==> config.mk <==
export PLATFORM = sky130hd
export DESIGN_NAME = seq_detector_prog
export DESIGN_NICKNAME = d
export VERILOG_FILES = /design/src/rtl/seqdet_pkg.sv /design/src/rtl/seqdet_hist_reg.sv /design/src/rtl/seq_detector_prog.sv
export SDC_FILE = /design/constraint.sdc
export NUM_CORES = 1
export LEC_CHECK = 0
export ABC_CLOCK_PERIOD_IN_PS = 3100
export CAP_MARGIN = 20
export CORE_AREA = 2 2 39 41
export CTS_BUF_LIST = sky130_fd_sc_hd__clkbuf_16
export CTS_CLUSTER_DIAMETER = 200
export DETAILED_ROUTE_END_ITERATION = 7
export DIE_AREA = 0 0 41 43
export GPL_TIMING_DRIVEN = 0
export PLACE_DENSITY = 0.73
export SLEW_MARGIN = 30
export SYNTH_ARGS = -nofsm -noshare
export SYNTH_HDL_FRONTEND = slang
export SYNTH_SLANG_ARGS = --single-unit
export TNS_END_PERCENT = 1
==> constraint.sdc <==
create_clock -name Clock -period 3.1 [get_ports Clock]
set_input_delay 0.465 -clock Clock [delete_from_list [all_inputs] [get_ports Clock]]
set_output_delay 0.465 -clock Clock [all_outputs]
set_load 0.01 [all_outputs]
==> src/rtl/seqdet_pkg.sv <==
// Shared types and constants for the programmable sequence detector.
// Latency: n/a (declarations only).
// Backpressure: n/a.
package seqdet_pkg;

  typedef enum logic [1:0] {
    FILL = 2'd0,
    HUNT = 2'd1,
    HIT  = 2'd2
  } state_t;

  localparam int PAT_LEN_MIN = 2;
  localparam int PAT_LEN_MAX = 16;

  localparam logic [3:0] DEFAULT_PATTERN = 4'b1101;

endpackage

==> src/rtl/seqdet_hist_reg.sv <==
// Serial bit history with a saturating fill count; exposes the would-be shifted word.
// Latency: shift/flush take effect on the next rising edge; shifted/full_after_shift are combinational.
// Backpressure: none; the caller decides when to shift or flush (flush wins).
module seqdet_hist_reg #(
  parameter int PAT_LEN = 4
) (
  input  logic               clk,
  input  logic               rst_n,
  input  logic               din,
  input  logic               shift,
  input  logic               flush,
  output logic [PAT_LEN-1:0] shifted,
  output logic               full_after_shift
);

  localparam int FW = $clog2(PAT_LEN + 1);

  // The oldest history bit falls off on every shift and is never compared,
  // so only the newest PAT_LEN-1 bits are kept.
  logic [PAT_LEN-2:0] hist;
  logic [FW-1:0]      fill;

  assign shifted          = {hist, din};
  assign full_after_shift = (fill >= FW'(PAT_LEN - 1));

  // History shift register and fill counter saturating at PAT_LEN.
  always_ff @(posedge clk or negedge rst_n) begin
    if (!rst_n) begin
      hist <= '0;
      fill <= '0;
    end else if (flush) begin
      hist <= '0;
      fill <= '0;
    end else if (shift) begin
      hist <= shifted[PAT_LEN-2:0];
      if (fill != FW'(PAT_LEN)) begin
        fill <= fill + FW'(1);
      end
    end
  end

endmodule

==> src/rtl/seq_detector_prog.sv <==
// Runtime-programmable Moore serial sequence detector (overlap selectable); optional SEQDET_MATCH_CNT_EN adds Match_count.
// Latency: Y rises on the edge that accepts the final pattern bit; registered, no input-to-Y path.
// Backpressure: none; Din taken only when Din_valid is high, Pat_load > Clear > Din_valid.
module seq_detector_prog
  import seqdet_pkg::*;
#(
  parameter int                 PAT_LEN     = 4,
  parameter logic [PAT_LEN-1:0] DEFAULT_PAT = PAT_LEN'(DEFAULT_PATTERN),
  parameter int                 CNT_W       = 8
) (
  input  logic               Clock,
  input  logic               Reset_n,
  input  logic               Din,
  input  logic               Din_valid,
  input  logic               Overlap,
  input  logic               Pat_load,
  input  logic [PAT_LEN-1:0] Pat_in,
  input  logic               Clear,
  output logic               Y
`ifdef SEQDET_MATCH_CNT_EN
  ,
  output logic [CNT_W-1:0]   Match_count
`endif
);

  if (PAT_LEN < PAT_LEN_MIN || PAT_LEN > PAT_LEN_MAX || CNT_W < 1) begin : g_bad_param
    $error("seq_detector_prog: PAT_LEN or CNT_W out of range");
  end

  state_t             state;
  state_t             state_nxt;
  logic [PAT_LEN-1:0] pattern;
  logic [PAT_LEN-1:0] shifted;
  logic               full_after_shift;
  logic               shift;
  logic               flush;
  logic               hit;

  seqdet_hist_reg #(
    .PAT_LEN (PAT_LEN)
  ) u_hist (
    .clk              (Clock),
    .rst_n            (Reset_n),
    .din              (Din),
    .shift            (shift),
    .flush            (flush),
    .shifted          (shifted),
    .full_after_shift (full_after_shift)
  );

  // Programmable pattern register; only Pat_load or reset changes it.
  always_ff @(posedge Clock or negedge Reset_n) begin
    if (!Reset_n) begin
      pattern <= DEFAULT_PAT;
    end else if (Pat_load) begin
      pattern <= Pat_in;
    end
  end

  // FSM state register.
  always_ff @(posedge Clock or negedge Reset_n) begin
    if (!Reset_n) begin
      state <= FILL;
    end else begin
      state <= state_nxt;
    end
  end

  // Next state and history control; a match needs a full history so a
  // zeroed history after reset/flush can never fake an all-zero pattern.
  always_comb begin
    state_nxt = state;
    shift     = 1'b0;
    flush     = 1'b0;
    hit       = 1'b0;
    if (Pat_load || Clear) begin
      flush     = 1'b1;
      state_nxt = FILL;
    end else if (Din_valid) begin
      if (full_after_shift && (shifted == pattern)) begin
        hit       = 1'b1;
        state_nxt = HIT;
        if (Overlap) begin
          shift = 1'b1;
        end else begin
          flush = 1'b1;
        end
      end else begin
        shift     = 1'b1;
        state_nxt = full_after_shift ? HUNT : FILL;
      end
    end
  end

  assign Y = (state == HIT);

`ifdef SEQDET_MATCH_CNT_EN
  // Saturating match counter, zeroed whenever the history is restarted by the user.
  always_ff @(posedge Clock or negedge Reset_n) begin
    if (!Reset_n) begin
      Match_count <= '0;
    end else if (Pat_load || Clear) begin
      Match_count <= '0;
    end else if (hit && (Match_count != {CNT_W{1'b1}})) begin
      Match_count <= Match_count + CNT_W'(1);
    end
  end
`endif

endmodule

==> results of run 1 <==
## routing by layer
layer,global-route usage [%],up-vias
li1,-,225
met1,19.7,204
met2,21.9,11
met3,6.28,4
met4,10.0,0
met5,0,-
## per-stage QoR
step                instance area (um2)  util (%)  std cells  total power [mW]
floorplan                           624         -         54             0.195
CTS                                 833      60.2         85             0.453
detailed placement                  754      54.5         81             0.218
global route                        833      60.2         85             0.467
global placement                    754      54.5         81             0.216
finish                              833      60.2         85             0.448
## Yosys cell counts, drive strengths merged
cell type,instances
o41ai,1
a211oi,1
ha,3
a21boi,1
a32o,3
nand2,1
a22oi,1
dfstp,3
o41a,1
a21oi,1
and2,2
nor3,1
xnor2,5
inv,4
and2b,3
o21ai,2
nor2,5
nand4,1
nor2b,1
mux2,4
dfrtp,9
o31ai,1
## report_power, final
group	internal (mW)	switching [mW]	leakage, nW
Sequential	0.167	0.00543	0.154
Combinational	0.0252	0.0170	0.158
Clock	0.169	0.0639	0.0385
## registers in the layout, indices dropped and copies added, names as in the netlist
name         count
u_hist.hist      3
state            2
pattern          4
u_hist.fill      3
## logic make-up after synthesis
family                     after synthesis  share of synthesized area (%)
AOI/OAI and AO/OA                       12                           15.2
adders and majority gates                3                           6.01
xor gates and xnor gates                 5                           8.22
buffers and inverters                    4                           2.40
muxes                                    4                           7.21
DFF                                     12                           48.7
and+or+nand+nor                         14                           12.2
## worst paths after layout
check,startpoint,endpoint
max reg2reg,u_hist.fill[0],u_hist.hist[1]
min reg2reg,pattern[1],pattern[1]
min,pattern[1],pattern[1]
min in group asynchronous,Reset_n,u_hist.hist[2]
max,Din,u_hist.hist[1]
max in group asynchronous,Reset_n,pattern[0]
## area by class of cell
type | instances | area share, %
clock buffer | 3 | 9.01
clock inverter | 1 | 0.450
inverter | 4 | 1.80
multi-input combinational | 38 | 36.6
sequential | 12 | 36.5
timing repair buffer | 11 | 13.2
tap | 16 | 2.40
## worst max-delay path: stages
cell and delay (ns):
clkdlybuf4s50_1 0.50, xnor2_1 0.12, nand4_1 0.19, o41a_1 0.41
a32o_1 0.28
==> results.json, run 1 <==
{
  "port_buffers": 11,
  "rsz0062_at_grt": "false",
  "synth_area_um2": 624,
  "clock_path_buffers": 2,
  "yosysSeqAreaShare_pct": 48.7,
  "grt_first_pass_wirelength_um": 1810,
  "max_freq_mhz": 541,
  "setup_slack_ns": 1.25,
  "crit_path_start_kind": "input port",
  "finalMaxSlewViolations": 0,
  "synth_nets": 68,
  "worst-r2r-cell-count": 5,
  "wl_met2_um": 467,
  "ys_warn_count": 0,
  "outcome": "finished, final reports clean",
  "min_period_over_period_pct": 59.6,
  "holdWs_ns": 0.551,
  "grtUsageTotal_pct": 15.8,
  "drive_above_1_share_pct": 18.8,
  "dp_hpwl_um": 768,
  "syn_avg_cell_area_um2": 11.6,
  "cp-end-kind": "flip-flop",
  "cts_tree": "done",
  "fin_skew_ns": 0.00178,
  "drt-met1-wl_um": 463,
  "root_buffer": "clkbuf_16",
  "drt_iter0_drc": 3,
  "first_pass_iters": 3,
  "setup_tns_ns": 0,
  "crit_fanout": 4,
  "die_w_um": 41,
  "cts-htree-levels": 1,
  "critPathRequiredTime_ns": 3.22,
  "final_common_cell": "clkdlybuf4s50_1",
  "p_leak_nw": 0.351,
  "hp-class": "reg2reg",
  "grt_max_degree": 13,
  "antenna_found_initial": 0,
  "design.die.area_um2": 1760,
  "met3_length_um": 48,
  "slew_headroom_pct": 63.7,
  "io_pins": 12,
  "worstSkewPairLatency_ns": 0.24,
  "drv_cap": 0,
  "synth-seq-cells": 12,
  "ant_nets": 0,
  "top_layer_used": "met4",
  "rrSetupSlack_ns": 1.33,
  "core_um2": 1380,
  "numCtsBuffers": 3,
  "final_nets": 84,
  "drt-total-wl_um": 1010,
  "die_h_um": 43,
  "placementRows": 14,
  "clkTransAtPathRegs_ns": 0.04,
  "synth.distinct_cells": 25,
  "multi_input_area_um2": 305,
  "diodes": 0,
  "viasPerCell": 5.22,
  "fill_cells": 125,
  "wl_per_cell_um": 11.9,
  "hold_viol": 0,
  "finalCriticalPeriod_ns": 1.85,
  "cellPowerDensity_nw_per_um2": 538,
  "synth_area_leaders": "dfrtp_1, dfstp_2, mux2_2",
  "setup_viol": 0,
  "initial_core_util_pct": 45.1,
  "crit_type": "in2reg",
  "grt_pass1_vias": 446,
  "cts_resized": 0,
  "gp_congestion": 0.664,
  "grt-ovfl-total": 0,
  "clkSinkCount": 12,
  "syn2layout_area_growth_pct": 33.5,
  "cts.hold.buffers_added": 0,
  "dp_slack_ns": 0.999,
  "drc": 0,
  "tightest_slew_ns": 0.542,
  "syn_inst": 54,
  "seq_area_um2": 304,
  "synth_top_area_share_pct": 36.1,
  "holdPathStages": 1,
  "yosysTopAreaCell": "dfrtp_1",
  "vdd.ir_drop.worst_uv": 343,
  "worstPathArrival_ns": 1.97,
  "via_count": 444,
  "layout_common_cells": "clkdlybuf4s50_1, dfrtp_1, nor2_1, mux2_2, xnor2_1",
  "post_cts.repair.setup_buffers": 0
}
Power figures use the tool's default switching activity.
==> run 2: changes to the inputs <==
- ABC_CLOCK_PERIOD_IN_PS: 3100 -> 1900
- CORE_AREA: 2 2 39 41 -> not set
- CORE_MARGIN: not set -> 1
- CORE_UTILIZATION: not set -> 48
- DIE_AREA: 0 0 41 43 -> not set
- PLACE_DENSITY: 0.73 -> 0.75
- clock period: 3.1 -> 1.9 ns (I/O delays scaled with it)
==> results.json, run 2 (same netlist as run 1, synthesis figures left out) <==
{
  "outcome": "finished, final reports clean",
  "port_buffers": 11,
  "dp_slack_ns": -0.0388,
  "viasPerCell": 5.49,
  "drc": 0,
  "slew_headroom_pct": 65.0,
  "timing.rr.end": "u_hist.hist[1]",
  "drive_above_1_share_pct": 18.8,
  "final_common_cell": "clkdlybuf4s50_1",
  "design_area_um2": 831,
  "cts-htree-levels": 1,
  "finalMaxSlewViolations": 0,
  "via_count": 456,
  "design.die.area_um2": 1450,
  "die_w_um": 38.1,
  "place_area_um2": 752,
  "crit_type": "reg2reg",
  "top_register": "pattern",
  "setup_viol": 0,
  "cts_tree": "done",
  "syn2layout_area_growth_pct": 33.1,
  "min_period_over_period_pct": 94.6,
  "holdWs_ns": 0.393,
  "drt-total-wl_um": 1120,
  "antenna_found_initial": 0,
  "grt_first_pass_wirelength_um": 1960,
  "utilization_pct": 71.9,
  "crit_path_start_kind": "flip-flop",
  "worst-r2r-cell-count": 5,
  "finalCriticalPeriod_ns": 1.80,
  "worstReg2RegStart": "u_hist.fill[0]",
  "worstSkewPairLatency_ns": 0.24,
  "final_nets": 84,
  "root_buffer": "clkbuf_16",
  "ant_nets": 0,
  "grtUsageTotal_pct": 21.2,
  "startpoint": "u_hist.fill[0]",
  "tightest_slew_ns": 0.523,
  "cts_resized": 0,
  "clkTransAtPathRegs_ns": 0.04,
  "rrSetupSlack_ns": 0.10,
  "layout_common_cells": "clkdlybuf4s50_1, dfrtp_1, nor2_1, mux2_2, xnor2_1",
  "p_leak_nw": 0.351,
  "cellPowerDensity_nw_per_um2": 886,
  "clkSinkCount": 12,
  "fill_cells": 96,
  "dp_hpwl_um": 788,
  "vdd.ir_drop.worst_uv": 723,
  "largest_reg_flops": 4,
  "stdcell_count": 83,
  "drt_iter0_drc": 10,
  "grt-ovfl-total": 0,
  "setup_slack_ns": 0.102,
  "gp_congestion": 0.741,
  "placementRows": 12,
  "drv_cap": 0,
  "numCtsBuffers": 3,
  "hp-class": "in2async",
  "cts.hold.buffers_added": 0,
  "die_h_um": 38.1,
  "wl_per_cell_um": 13.5,
  "dp.cells": 79,
  "fin_skew_ns": 0.00322,
  "cp-end-kind": "flip-flop",
  "grt_max_degree": 13,
  "crit_fanout": 4,
  "post_cts.repair.setup_buffers": 0,
  "total_power_mw": 0.736,
  "setup_tns_ns": 0,
  "rsz0062_at_grt": "false",
  "initial_core_util_pct": 54.0,
  "diodes": 0,
  "grt_pass1_vias": 459,
  "clock_path_buffers": 2,
  "hold_viol": 0,
  "worstPathArrival_ns": 1.97,
  "largestRegisters": "pattern (4), u_hist.fill (3), u_hist.hist (3)",
  "max_freq_mhz": 556,
  "critPathRequiredTime_ns": 2.07,
  "core_um2": 1160,
  "io_pins": 12,
  "first_pass_iters": 3
}
-- run 2: how the worst max path moves through the flow --
stage | slack [ns] | end | cells after the start
after global placement | -0.03 | u_hist.hist[0] | 5
after detailed placement | -0.04 | u_hist.hist[0] | 5
after CTS | 0.1 | u_hist.hist[1] | 5
after global routing | 0.005 | u_hist.hist[1] | 5
final | 0.10 | u_hist.hist[1] | 5
after floorplan | 0.31 | u_hist.hist[0] | 5
-- run 2: routing by layer --
| layer | vias up | wire length [um] | track usage, % | share of wire (%) |
|---|---|---|---|---|
| met1 | 217 | 494 | 23.3 | 44 |
| li1 | 226 | - | - | - |
| met3 | 4 | 62 | 8.72 | 5.6 |
| met4 | 0 | 19 | 8.04 | 1.7 |
| met2 | 9 | 539 | 36.0 | 48 |
| met5 | - | 0 | 0 | 0 |
-- run 2: final cells by class --
| type | count | area, um2 | area share [%] |
|---|---|---|---|
| Sequential cell | 12 | 304 | 36.6 |
| Tap cell | 14 | 17.5 | 2.11 |
| Inverter | 4 | 15.0 | 1.81 |
| Multi-Input combinational cell | 38 | 305 | 36.7 |
| Clock inverter | 1 | 3.75 | 0.452 |
| Timing Repair Buffer | 11 | 110 | 13.3 |
| Clock buffer | 3 | 75.1 | 9.04 |
-- run 2: report_power, final --
group,switching (mW),internal [mW],total (mW)
combinational,0.0286,0.0413,0.0699
sequential,0.00894,0.273,0.281
clock,0.108,0.277,0.385
total,0.145,0.591,0.736
-- run 2: worst max-delay path: stages (launching register included) --
cell and delay (ns):
dfrtp_1 0.41, ha_1 0.23, ha_1 0.19, a211oi_1 0.43
o41a_1 0.28, a32o_1 0.18
